===== config.mk =====
export PLATFORM = sky130hd
export DESIGN_NAME = xor_sweep_ctrl_flat
export DESIGN_NICKNAME = d
export VERILOG_FILES = /design/src/rtl/xor_sweep_ctrl_if.sv /design/src/rtl/xor_sweep_ctrl.sv /design/src/flat_wrapper.sv
export SDC_FILE = /design/constraint.sdc
export NUM_CORES = 1
export LEC_CHECK = 0
export BUFFER_PORTS_ARGS = -buffer_cell sky130_fd_sc_hd__buf_2
export CAP_MARGIN = 5
export CORE_AREA = 8 8 54 74
export CTS_CLUSTER_SIZE = 28
export DETAILED_ROUTE_END_ITERATION = 8
export DIE_AREA = 0 0 62 82
export HOLD_SLACK_MARGIN = 0.06
export PLACE_DENSITY = 0.78
export SKIP_LAST_GASP = 1
export SYNTH_ARGS = -nofsm -noshare
export SYNTH_HDL_FRONTEND = slang
export SYNTH_SLANG_ARGS = --single-unit

===== constraint.sdc =====
create_clock -name clk -period 6.5 [get_ports clk]
set_clock_uncertainty 0.15 [all_clocks]
set_input_delay 0.65 -clock clk [delete_from_list [all_inputs] [get_ports clk]]
set_output_delay 0.65 -clock clk [all_outputs]
set_load 0.05 [all_outputs]

===== src/rtl/xor_sweep_ctrl_if.sv =====
// Signal bundle between the XOR-cell sweep controller (slave) and its host/cell bank (master).
// start is a level sampled only while the controller is idle. There is no ready signal: busy high means start is ignored.
interface xor_sweep_ctrl_if #(
    parameter int N_CELLS = 2,
    parameter int ERR_W   = 8
);
    logic               start;
    logic               mask_we;
    logic [N_CELLS-1:0] mask_in;
    logic               cell_a;
    logic               cell_b;
    logic [N_CELLS-1:0] cell_v;
    logic [N_CELLS-1:0] cell_z;
    logic               busy;
    logic               done;
    logic [2:0]         phase;
    logic [ERR_W-1:0]   err_count;
    logic [N_CELLS-1:0] err_map;
    logic [1:0]         dbg_state;

    modport slave (
        input  start, mask_we, mask_in, cell_z,
        output cell_a, cell_b, cell_v, busy, done, phase, err_count, err_map, dbg_state
    );

    modport master (
        output start, mask_we, mask_in, cell_z,
        input  cell_a, cell_b, cell_v, busy, done, phase, err_count, err_map, dbg_state
    );
endinterface


===== src/rtl/xor_sweep_ctrl.sv =====
// Sweeps all a/b operand pairs over a bank of XOR cells under the programmed and inverted mask.
// Every cell output is checked against a^b^v, giving a saturating error count and a sticky error map.
module xor_sweep_ctrl #(
    parameter int N_CELLS = 2,
    parameter int SETTLE  = 1,
    parameter int ERR_W   = 8
) (
    input  logic              clk,
    input  logic              reset,
    xor_sweep_ctrl_if.slave   bus
);
    localparam int SW = (SETTLE > 0) ? $clog2(SETTLE + 1) : 1;

    typedef enum logic [1:0] {
        IDLE = 2'd0,
        RUN  = 2'd1,
        DONE = 2'd2
    } state_t;

    state_t             state_q;
    logic [N_CELLS-1:0] mask_q;
    logic [N_CELLS-1:0] cell_v_q;
    logic               cell_a_q;
    logic               cell_b_q;
    logic               busy_q;
    logic               done_q;
    logic [2:0]         k_q;
    logic [2:0]         k_d;
    logic [SW-1:0]      cnt_q;
    logic [ERR_W-1:0]   err_count_q;
    logic [ERR_W-1:0]   err_count_d;
    logic [N_CELLS-1:0] err_map_q;
    logic [N_CELLS-1:0] err_map_d;
    logic [N_CELLS-1:0] diff;

    // Expected value comes from the registered drive, which the cells have had SETTLE+1 cycles to see.
    always_comb begin
        diff        = bus.cell_z ^ (cell_v_q ^ {N_CELLS{cell_a_q ^ cell_b_q}});
        err_map_d   = err_map_q | diff;
        err_count_d = err_count_q;
        for (int i = 0; i < N_CELLS; i++) begin
            if (diff[i] && (err_count_d != {ERR_W{1'b1}})) begin
                err_count_d = err_count_d + ERR_W'(1);
            end
        end
        k_d = k_q + 3'd1;
    end

    always_ff @(posedge clk or posedge reset) begin
        if (reset) begin
            state_q     <= IDLE;
            mask_q      <= '0;
            cell_v_q    <= '0;
            cell_a_q    <= 1'b0;
            cell_b_q    <= 1'b0;
            busy_q      <= 1'b0;
            done_q      <= 1'b0;
            k_q         <= 3'd0;
            cnt_q       <= '0;
            err_count_q <= '0;
            err_map_q   <= '0;
        end else begin
            done_q <= 1'b0;
            unique case (state_q)
                IDLE: begin
                    cell_a_q <= 1'b0;
                    cell_b_q <= 1'b0;
                    k_q      <= 3'd0;
                    // A write coinciding with start is visible on the very first vector.
                    if (bus.mask_we) begin
                        mask_q   <= bus.mask_in;
                        cell_v_q <= bus.mask_in;
                    end else begin
                        cell_v_q <= mask_q;
                    end
                    if (bus.start) begin
                        state_q     <= RUN;
                        busy_q      <= 1'b1;
                        cnt_q       <= SW'(SETTLE);
                        err_count_q <= '0;
                        err_map_q   <= '0;
                    end
                end
                RUN: begin
                    if (cnt_q != '0) begin
                        cnt_q <= cnt_q - SW'(1);
                    end else begin
                        err_count_q <= err_count_d;
                        err_map_q   <= err_map_d;
                        if (k_q == 3'd7) begin
                            state_q  <= DONE;
                            busy_q   <= 1'b0;
                            done_q   <= 1'b1;
                            cell_a_q <= 1'b0;
                            cell_b_q <= 1'b0;
                            cell_v_q <= mask_q;
                            k_q      <= 3'd0;
                        end else begin
                            k_q      <= k_d;
                            cell_a_q <= k_d[0];
                            cell_b_q <= k_d[1];
                            cell_v_q <= mask_q ^ {N_CELLS{k_d[2]}};
                            cnt_q    <= SW'(SETTLE);
                        end
                    end
                end
                DONE: begin
                    state_q <= IDLE;
                end
                default: begin
                    state_q <= IDLE;
                end
            endcase
        end
    end

    assign bus.cell_a    = cell_a_q;
    assign bus.cell_b    = cell_b_q;
    assign bus.cell_v    = cell_v_q;
    assign bus.busy      = busy_q;
    assign bus.done      = done_q;
    assign bus.phase     = k_q;
    assign bus.err_count = err_count_q;
    assign bus.err_map   = err_map_q;
    assign bus.dbg_state = state_q;
endmodule


===== src/flat_wrapper.sv =====
// flat-port wrapper written by rule: the top's interface ports become plain ports
module xor_sweep_ctrl_flat 
#(
    parameter int N_CELLS = 2,
    parameter int SETTLE  = 1,
    parameter int ERR_W   = 8
)
  (clk, reset, bus_start, bus_mask_we, bus_mask_in, bus_cell_z, bus_cell_a, bus_cell_b, bus_cell_v, bus_busy, bus_done, bus_phase, bus_err_count, bus_err_map, bus_dbg_state);
  xor_sweep_ctrl_if #(.N_CELLS(N_CELLS), .ERR_W(ERR_W)) bus_i ();
  input  logic clk;
  input  logic reset;
  input wire logic [$bits(bus_i.start)-1:0] bus_start;
  input wire logic [$bits(bus_i.mask_we)-1:0] bus_mask_we;
  input wire logic [$bits(bus_i.mask_in)-1:0] bus_mask_in;
  input wire logic [$bits(bus_i.cell_z)-1:0] bus_cell_z;
  output wire logic [$bits(bus_i.cell_a)-1:0] bus_cell_a;
  output wire logic [$bits(bus_i.cell_b)-1:0] bus_cell_b;
  output wire logic [$bits(bus_i.cell_v)-1:0] bus_cell_v;
  output wire logic [$bits(bus_i.busy)-1:0] bus_busy;
  output wire logic [$bits(bus_i.done)-1:0] bus_done;
  output wire logic [$bits(bus_i.phase)-1:0] bus_phase;
  output wire logic [$bits(bus_i.err_count)-1:0] bus_err_count;
  output wire logic [$bits(bus_i.err_map)-1:0] bus_err_map;
  output wire logic [$bits(bus_i.dbg_state)-1:0] bus_dbg_state;
  assign bus_i.start = bus_start;
  assign bus_i.mask_we = bus_mask_we;
  assign bus_i.mask_in = bus_mask_in;
  assign bus_i.cell_z = bus_cell_z;
  assign bus_cell_a = bus_i.cell_a;
  assign bus_cell_b = bus_i.cell_b;
  assign bus_cell_v = bus_i.cell_v;
  assign bus_busy = bus_i.busy;
  assign bus_done = bus_i.done;
  assign bus_phase = bus_i.phase;
  assign bus_err_count = bus_i.err_count;
  assign bus_err_map = bus_i.err_map;
  assign bus_dbg_state = bus_i.dbg_state;
  xor_sweep_ctrl #(.N_CELLS(N_CELLS), .SETTLE(SETTLE), .ERR_W(ERR_W)) u_core (.clk(clk), .reset(reset), .bus(bus_i));
endmodule

### Word-level counts from Yosys, hierarchy flattened

Cells that the tools add are included.

* output and inout port bits: 21
* word-level logic and storage cells: 71
* input port bits: 8
* bits in registers: 24

* reduce and logical (&&, ||, !) cells: 9
* muxes and demuxes: 35
* add/subtract/negate cells: 4
* equality and inequality tests: 7
* bitwise operators: 5

Operator list (count)
* $mux W8: 4
* $add A8 B1 Y8 const B: 2
* $mux W2: 8
* $ne A8 B8 Y1 const B: 2
* $pmux W8 S2: 1
* $mux W1: 12
* $pmux W2 S2: 3
* $pmux W1 S2: 4
* $mux W3: 2
* $pmux W3 S2: 1
* $reduce_and A3 Y1: 2
* $xor A2 B2 Y2: 3
* $ne A2 B2 Y1 const B: 2
* $reduce_and A2 Y1: 2
* $reduce_and A4 Y1: 1
* $add A3 B1 Y3 const B: 1
* $eq A3 B3 Y1 const B: 1
* $eq A2 B1 Y1 const B: 1
* $logic_and A1 B1 Y1: 2
* $logic_not A2 Y1: 1
* $ne A2 B1 Y1 const B: 1
* $or A2 B2 Y2: 1
* $reduce_bool A2 Y1: 1
* $sub A1 B1 Y1 const B: 1
* $xor A1 B1 Y1: 1

### Longest topological paths before layout

Gate-level depths: netlist of the first run.

* depth after elaboration: 10
* gate-level depth with buffers: 12
* gate-level depth less buffers: 11

### Worst setup path before layout of the first run

OpenSTA, ideal clock, no wires.

* path type: register -> register
* start: register, netlist name u_core.bus.phase[0]
* end: register u_core.err_count_q[0] (netlist: u_core.bus.err_count[0])
* path slack: 2.942 ns
* library setup time: 0.126 ns
* stages on the path, launching flop included: 11
* clock period less this slack: 3.558 ns
* data required time: 6.224 ns
* arrival time: 3.281 ns
* path buffers: 0
* cells stage by stage: dfrtp_1 -> ha_1 -> xnor3_2 -> a21oi_1 -> mux2_2 -> ha_1 -> inv_1 -> nor3_1 -> a21o_1 -> mux2_1 -> a311o_1

RTL lines
* to (signal assigned): RTL line xor_sweep_ctrl.sv:88 `err_count_q <= err_count_d;`
* to (decl): RTL line xor_sweep_ctrl.sv:30 `logic [ERR_W-1:0] err_count_q;`

==> results.yml, run 1 <==
detailed_routing:
  vias_per_cell: 6.11
  wl_per_cell_um: 17.0
  vias: 1400
  drc_errors: 0
  antenna_left: 0
  first_iter_violations: 43
  drtPass1Iterations: 4
  drt_wl_total_um: 3890
layout:
  design_area_um2: 1770
  syn2layout_area_growth_pct: 14.3
  nets: 203
  final_layout_size_suffix_gt1_share_pct: 24.2
  nFillCells: 267
  diodes: 0
floorplan:
  num_io_pins: 29
  rows: 24
  dieArea_um2: 5080
  die_w_um: 62
  core_area_um2: 2970
  die_h_um: 82
  initial_utilization_pct: 52.0
sta:
  tightest_slew_ns: 0.855
  final.period_utilization_pct: 54.8
  max_freq_mhz: 281
  fin_crit_ns: 3.56
  rsz0062_at_grt: "false"
  maxSlewViolCount: 0
  fin_tns_setup_ns: 0
  hold_violations: 0
  finalSetupViolCount: 0
  slew_headroom_pct: 42.9
grt:
  antenna_found_initial: 0
  grt_pass1_wl_um: 6420
  overflow: 0
  grt_pass1_vias: 1426
  grt_usage_pct: 16.6
  grt_max_degree: 23
clocking:
  clockBufferDepth: 2
  cts_buffers: 3
  clkSlewWorstSetupHoldPaths_ns: 0.08
  holdBufCountCts: 0
  cts_setup_buffers: 0
  cts_resized: 0
  cts_tree: "built"
  clk_latency_ns: 0.26
  clkSinkCount: 22
  htreeDepth: 1
  ctsRootBufferMaster: "clkbuf_8"
setup_path:
  path_max_fanout: 6
  criticalPathCategory: "reg2reg"
  crit_arrival_ns: 3.56
  cp-start-kind: "flop"
  worstPathRequired_ns: 6.50
  cp-end-kind: "flop"
worst_hold_path:
  hold_path_class: "reg2reg"
synthesis:
  syn_area_um2: 1550
  synth.distinct_cells: 54
  ys_warn_count: 0
  synth_cells: 166
  synth-edff-count: 0
  syn_avg_cell_area_um2: 9.32
  ys.flop_type: "dfrtp_1"
  syn-num-nets: 178
  ys_ff_latch: 22
  async_reset_ff_share_pct: 100
  synth-seq-area-share_pct: 35.6
placement:
  dp_hpwl_um: 3000
  place_area_um2: 1700
  gp_congestion: 1.01
  io_buffer_count: 28
flow_run:
  cap_violations: 0
status:
  outcome: "completed"
-- Yosys cell counts (all sizes together), types with 2 or more instances --
cell type | number | area (um2)
ha | 4 | 50.1
a22o | 2 | 17.5
o22a | 2 | 17.5
nand3 | 3 | 15.0
clkbuf | 5 | 18.8
a2111oi | 2 | 23.8
buf | 3 | 20.0
a21oi | 6 | 30.0
nor3 | 4 | 20.0
a21o | 4 | 30.0
and2 | 6 | 37.5
nand2 | 17 | 63.8
nor3b | 2 | 20.0
mux2 | 4 | 45.0
inv | 7 | 26.3
o21ai | 11 | 55.1
o22ai | 2 | 12.5
and4 | 2 | 17.5
nand2b | 2 | 12.5
mux2i | 4 | 40.0
dfrtp | 22 | 551
nor2b | 2 | 12.5
a211oi | 3 | 22.5
o31ai | 5 | 37.5
xnor2 | 6 | 52.6
nor2 | 12 | 45.0
o221a | 2 | 22.5
-- metal layers --
metal | wire [um] | GRT usage [%] | share of wire (%)
met1 | 1530 | 17.7 | 39
met5 | 0 | 0 | 0
met4 | 57 | 6.41 | 1.5
met3 | 229 | 4.23 | 5.9
met2 | 2070 | 29.7 | 53
-- kinds of logic after synthesis --
logic type	share of synthesized area, %
mux	5.50
fa+ha+maj	3.24
compound gates	22.1
buf+inv	4.21
flops	35.6
simple gates	22.3
xor+xnor	7.04
-- stage by stage --
stage / hold WS, ns / instances / setup WS [ns] / utilization [%]
floorplan: 0.354 / 166 / 2.94 / -
global placement: 0.352 / 225 / 3.00 / 57.1
detailed placement: 0.342 / 225 / 2.98 / 57.1
CTS: 0.364 / 229 / 2.95 / 59.5
global route: 0.383 / 229 / 2.77 / 59.5
finish: 0.355 / 229 / 2.94 / 59.5
-- layout make-up --
| type | instances | area (um2) | share of cell area [%] |
|---|---|---|---|
| timing repair buffer | 28 | 140 | 7.93 |
| sequential | 22 | 551 | 31.1 |
| tap | 39 | 48.8 | 2.76 |
| clock inverter | 1 | 30.0 | 1.70 |
| inverter | 7 | 26.3 | 1.49 |
| clock buffer | 3 | 41.3 | 2.34 |
| multi-input combinational | 129 | 931 | 52.7 |
-- worst paths after layout --
path	start	to	slack (ns)	cells past startpoint
hold reg to reg	u_core.bus.err_map[1]	u_core.bus.err_map[1]	0.35	2
setup reg to reg	u_core.bus.phase[1]	u_core.bus.err_count[0]	2.94	10
min in group asynchronous	reset	u_core.bus.done	0.40	2
max in group asynchronous	reset	u_core.bus.dbg_state[0]	5.27	2
setup / recovery	u_core.bus.phase[1]	u_core.bus.err_count[0]	2.94	10
hold / removal	u_core.bus.err_map[1]	u_core.bus.err_map[1]	0.35	2
-- sequential cells by signal, summed over array words and instances, names as in the netlist --
signal and cells:
u_core.bus.busy 1, u_core.bus.done 1, u_core.bus.phase 3, u_core.cnt_q 1
u_core.bus.dbg_state 2, u_core.bus.err_count 8, u_core.bus.err_map 2, u_core.bus.cell_v 2
u_core.mask_q 2
-- layout by cell type (no fill, tap or decap), drive strengths merged, types with 2 or more instances in the layout --
cell / instances
nor3b: 2
nand2: 17
xnor2: 6
nor2b: 2
o22ai: 2
and4: 2
mux2i: 4
o21ai: 11
o22a: 2
inv: 7
a211oi: 3
and2: 6
a2111oi: 2
ha: 4
clkbuf: 3
a21oi: 6
mux2: 4
o221a: 2
nor2: 12
nor3: 4
nand3: 3
buf: 28
o31ai: 5
a22o: 2
nand2b: 2
dfrtp: 22
a21o: 4
-- worst max-delay path, cell delays in order, from the launching register on --
cell and delay (ns):
dfrtp_1 0.42, ha_1 0.39, xnor3_2 0.47, a21oi_1 0.33, mux2_2 0.41, ha_1 0.20
inv_1 0.12, nor3_1 0.09, a21o_1 0.24, mux2_1 0.32, a311o_1 0.32
Power of run 1 is not shown: default switching activity piles up to over one toggle a cycle in this logic, so the estimate is an artifact.
==> run 2: changes to the inputs <==
- CORE_AREA: 8 8 54 74 -> 8 8 57 77
- DIE_AREA: 0 0 62 82 -> 0 0 65 85
- PLACE_DENSITY: 0.78 -> 0.74
- clock period: 6.5 -> 2.89 ns (I/O delays scaled with it)
==> run 2 against run 1 <==
  * The run now ends with setup timing left
  * Routed wire length grew 21%
  * Maximum frequency increased by 20%
  * Register-to-register slack worse by 3.0 ns
  * Sequential share of layout area shrank 4.9 points
  * Final area increased by 21%
  * Sequential cell count stayed put
  * Via count up 8.1%
  * Hold slack lost 0.31 ns
  * Largest cell class unchanged
==> results.yml, run 2 (synthesis results as in run 1) <==
setup_path:
  crit_arrival_ns: 2.99
  cp-end-kind: "flop"
  timing.critical_path.to: "u_core.bus.err_count[3]"
  criticalPathCategory: "reg2reg"
  worstPathRequired_ns: 2.91
  critPathMaxStageDelay_ns: 0.54
  path_max_fanout: 3
  setup.worst_path.start: "u_core.bus.phase[0]"
  crit_slowest_cell: "or4_4"
  cp-start-kind: "flop"
  crit_chain: "ha_4, xnor3_2, or4_4, a2111oi_4, or4b_4, a211oi_2, o21ai_1, o31ai_1"
  reg2reg_from: "u_core.bus.phase[0]"
  r2r-end: "u_core.bus.err_count[3]"
  reg2reg_depth: 8
  r2r_setup_slack_ns: -0.08
grt:
  grt_usage_pct: 16.5
  overflow: 0
  grt_pass1_vias: 1589
  grt_max_degree: 23
  grt_pass1_wl_um: 7460
  antenna_found_initial: 0
sta:
  fin_ws_ns: -0.0807
  rsz0062_at_grt: "true"
  maxSlewViolCount: 0
  fin_crit_ns: 2.97
  final.period_utilization_pct: 103
  finalSetupViolCount: 4
  max_freq_mhz: 337
  slew_headroom_pct: 41.7
  tightest_slew_ns: 0.873
  hold_violations: 0
floorplan:
  initial_utilization_pct: 47.1
  core_area_um2: 3280
  die_w_um: 65
  num_io_pins: 29
  rows: 25
  dieArea_um2: 5530
  die_h_um: 85
placement:
  gp_congestion: 0.974
  dpl_worst_slack_ns: -0.104
  io_buffer_count: 28
  dp_hpwl_um: 3480
layout:
  final_layout_size_suffix_gt1_share_pct: 44.8
  syn2layout_area_growth_pct: 37.8
  largest_reg_flops: 8
  diodes: 0
  final_common_cell: "buf_4"
  nFillCells: 282
  nets: 234
  layout_common_cells: "buf_4, buf_2, nand2_1"
detailed_routing:
  drc_errors: 0
  vias: 1513
  drt_wl_total_um: 4690
  drtPass1Iterations: 4
  wl_per_cell_um: 18.0
  wl_met3_um: 161
  wl_met1_um: 1850
  vias_per_cell: 5.80
  met2_wirelength_um: 2540
  top_layer: "met4"
  first_iter_violations: 61
  antenna_left: 0
clocking:
  clk_latency_ns: 0.26
  clkSinkCount: 22
  holdBufCountCts: 0
  htreeDepth: 1
  clkSlewWorstSetupHoldPaths_ns: 0.08
  cts_tree: "built"
  cts_buffers: 3
  clockBufferDepth: 2
  ctsRootBufferMaster: "clkbuf_8"
status:
  failed_checks: "setup timing"
  outcome: "finished with violations"
worst_hold_path:
  hold_path_class: "in2async"
flow_run:
  cap_violations: 0
-- run 2: cell count changes in the layout (fill, tap and decap cells not counted), sizes merged --
| cell | delta |
|---|---|
| buf | +31 |
| bufinv | -1 |
| clkbuf | +1 |
-- run 2: cell type report --
class | instances | area (um2) | area share [%]
timing repair buffer | 59 | 373 | 17.5
tap | 40 | 50.0 | 2.35
sequential | 22 | 559 | 26.2
clock buffer | 4 | 55.1 | 2.58
multi-input combinational | 129 | 1060 | 50.0
inverter | 7 | 28.8 | 1.35
-- run 2: worst min-delay path by stage --
stage / endpoint / slack [ns] / start / cells after the start
6_report: u_core.bus.err_count[7] / 0.05 / reset / 2
5_1_grt: u_core.bus.err_count[7] / 0.13 / reset / 2
4_1_cts: u_core.bus.err_count[6] / 0.07 / reset / 2
2_1_floorplan: u_core.bus.busy / 0.13 / reset / 1
3_5_place_dp: u_core.bus.err_map[0] / 0.34 / u_core.bus.err_map[0] / 2
3_3_place_gp: u_core.bus.err_count[4] / 0.33 / reset / 2
-- run 2: critical path: cells and delay by family (launching register included) --
kind                       cells  cell delay, ns
and+or+nand+nor                2            1.06
AOI/OAI and AO/OA              4            0.65
xor gates and xnor gates       1            0.29
DFF                            1            0.43
adders and majority gates      1            0.29
-- run 2: layer usage --
layer | up-vias | global-route usage [%]
li1 | 723 | -
met3 | 12 | 2.64
met1 | 737 | 17.3
met4 | 0 | 6.57
met2 | 41 | 31.2
met5 | - | 0
-- run 2: metrics by stage --
step | cells | util (%) | setup TNS, ns | hold WS [ns] | instance area (um2)
3_3_place_gp | 252 | 59.8 | -0.191 | 0.328 | 1970
6_report | 261 | 64.9 | -0.210 | 0.0453 | 2130
3_5_place_dp | 252 | 59.8 | -0.230 | 0.339 | 1970
2_1_floorplan | 166 | - | -0.524 | 0.128 | 1620
5_1_grt | 261 | 64.9 | -0.590 | 0.125 | 2130
4_1_cts | 258 | 62.9 | -0.324 | 0.0653 | 2060
-- run 2: timing repair --
item / 4_1_cts / 5_1_grt
setup buffers: 2 / 3
gates resized for setup: 3 / 8
pin swaps: 5 / 7
setup endpoints to repair: 3 / 7
Power of run 2 is left out for the same reason.
==> run 3: changes to the inputs <==
- CORE_AREA: 8 8 57 77 -> 8 8 54 74
- DIE_AREA: 0 0 65 85 -> 0 0 62 82
- PLACE_DENSITY: 0.74 -> 0.78
- clock period: 2.89 -> 2.93 ns (I/O delays scaled with it)
==> run 3 against run 2 <==
  * The run still ends with setup timing left
  * Final cell count shrank 1.9%
  * Core utilization grew 5.5 points
  * Routed wire length shrank 4.1%
  * Critical endpoint is now u_core.bus.err_count[5]
  * Highest routed layer unchanged
==> results.yml, run 3 (synthesis results as in run 1) <==
status:
  outcome: "finished with violations"
  failed_checks: "setup timing"
layout:
  final_layout_size_suffix_gt1_share_pct: 41.5
  design_area_um2: 2090
  diodes: 0
  instances_no_fill: 256
  layout_common_cells: "buf_2, buf_4, nand2_1"
  nets: 230
  syn2layout_area_growth_pct: 35.3
  largest_reg_flops: 8
  final_common_cell: "buf_2"
grt:
  grt_pass1_vias: 1609
  grt_max_degree: 23
  overflow: 0
  grt_usage_pct: 18.7
  antenna_found_initial: 0
  grt_pass1_wl_um: 7180
setup_path:
  worstPathRequired_ns: 2.93
  reg2reg_depth: 11
  path_max_fanout: 4
  cp-end-kind: "flop"
  r2r_setup_slack_ns: -0.06
  criticalPathCategory: "reg2reg"
  setup.worst_path.start: "u_core.bus.phase[0]"
  reg2reg_from: "u_core.bus.phase[0]"
  cp-start-kind: "flop"
  r2r-end: "u_core.bus.err_count[5]"
  crit_arrival_ns: 2.99
  timing.critical_path.to: "u_core.bus.err_count[5]"
placement:
  dp_hpwl_um: 3460
  io_buffer_count: 28
  place_inst: 244
  gp_congestion: 0.900
  place_area_um2: 1910
floorplan:
  num_io_pins: 29
  rows: 24
  core_area_um2: 2970
  initial_utilization_pct: 52.0
  die_w_um: 62
  dieArea_um2: 5080
  die_h_um: 82
flow_run:
  cap_violations: 0
detailed_routing:
  first_iter_violations: 47
  vias_per_cell: 5.90
  drc_errors: 0
  vias: 1511
  wl_per_cell_um: 17.6
  drt_wl_total_um: 4500
  antenna_left: 0
  drtPass1Iterations: 4
clocking:
  cts_tree: "built"
  ctsRootBufferMaster: "clkbuf_8"
  cts_buffers: 3
  htreeDepth: 1
  clockBufferDepth: 2
  clkSinkCount: 22
  clk_latency_ns: 0.27
  clkSlewWorstSetupHoldPaths_ns: 0.08
sta:
  final.period_utilization_pct: 102
  tightest_slew_ns: 0.834
  fin_ws_ns: -0.0566
  maxSlewViolCount: 0
  rsz0062_at_grt: "true"
  fin_crit_ns: 2.99
  slew_headroom_pct: 44.3
  finalSetupViolCount: 3
  max_freq_mhz: 335
  hold_violations: 0
worst_hold_path:
  hold_path_class: "in2reg"
==> run 3: worst min-delay path by stage <==
stage / startpoint / to / slack, ns / cells past startpoint
2_1_floorplan: reset / u_core.bus.busy / 0.13 / 1
3_3_place_gp: reset / u_core.bus.done / 0.33 / 2
3_5_place_dp: reset / u_core.bus.busy / 0.35 / 2
4_1_cts: bus_mask_in[1] / u_core.mask_q[1] / 0.14 / 2
5_1_grt: bus_mask_in[1] / u_core.mask_q[1] / 0.14 / 2
6_report: bus_mask_in[1] / u_core.mask_q[1] / 0.13 / 2
==> run 3: repair_timing <==
action / 4_1_cts / 5_1_grt
pin swaps: 5 / 5
endpoints found under the hold margin: 13 / 0
buffers inserted: 3 / 4
setup endpoints to repair: 3 / 7
hold buffers: 1 / 0
gates resized for setup: 2 / 5
==> run 3: metrics by stage <==
step,util (%),setup WS [ns],TNS [ns],hold slack [ns]
4_1_cts,68.6,-0.0976,-0.214,0.137
6_report,70.4,-0.0566,-0.121,0.135
3_5_place_dp,64.3,-0.120,-0.243,0.350
5_1_grt,70.4,-0.166,-0.465,0.142
2_1_floorplan,-,-0.148,-0.404,0.132
3_3_place_gp,64.3,-0.0695,-0.118,0.326
==> run 3: worst max-delay path, stage by stage (launching register included) <==
cell and delay [ns]:
dfrtp_2 0.43, ha_4 0.25, xor3_1 0.27, o21ai_2 0.10
xnor2_1 0.26, ha_4 0.19, inv_4 0.04, a2111oi_4 0.31
or4b_4 0.52, nand3b_2 0.11, xnor2_1 0.14, o21ai_1 0.08
==> run 3: layout make-up <==
type | count | area (um2)
Sequential cell | 22 | 559
Fill cell | 225 | 881
Timing Repair Buffer | 55 | 345
Multi-Input combinational cell | 129 | 1040
Tap cell | 39 | 48.8
Clock buffer | 3 | 41.3
Clock inverter | 1 | 30.0
Inverter | 7 | 28.8
==> run 3: layer usage <==
| metal | up-vias | routed length [um] | GRT usage [%] |
|---|---|---|---|
| met3 | 16 | 171 | 2.82 |
| met1 | 733 | 1660 | 18.0 |
| met5 | - | 0 | 0 |
| met2 | 44 | 2530 | 36.8 |
| li1 | 718 | - | - |
| met4 | 0 | 136 | 8.01 |
Power of run 3 is left out for the same reason.
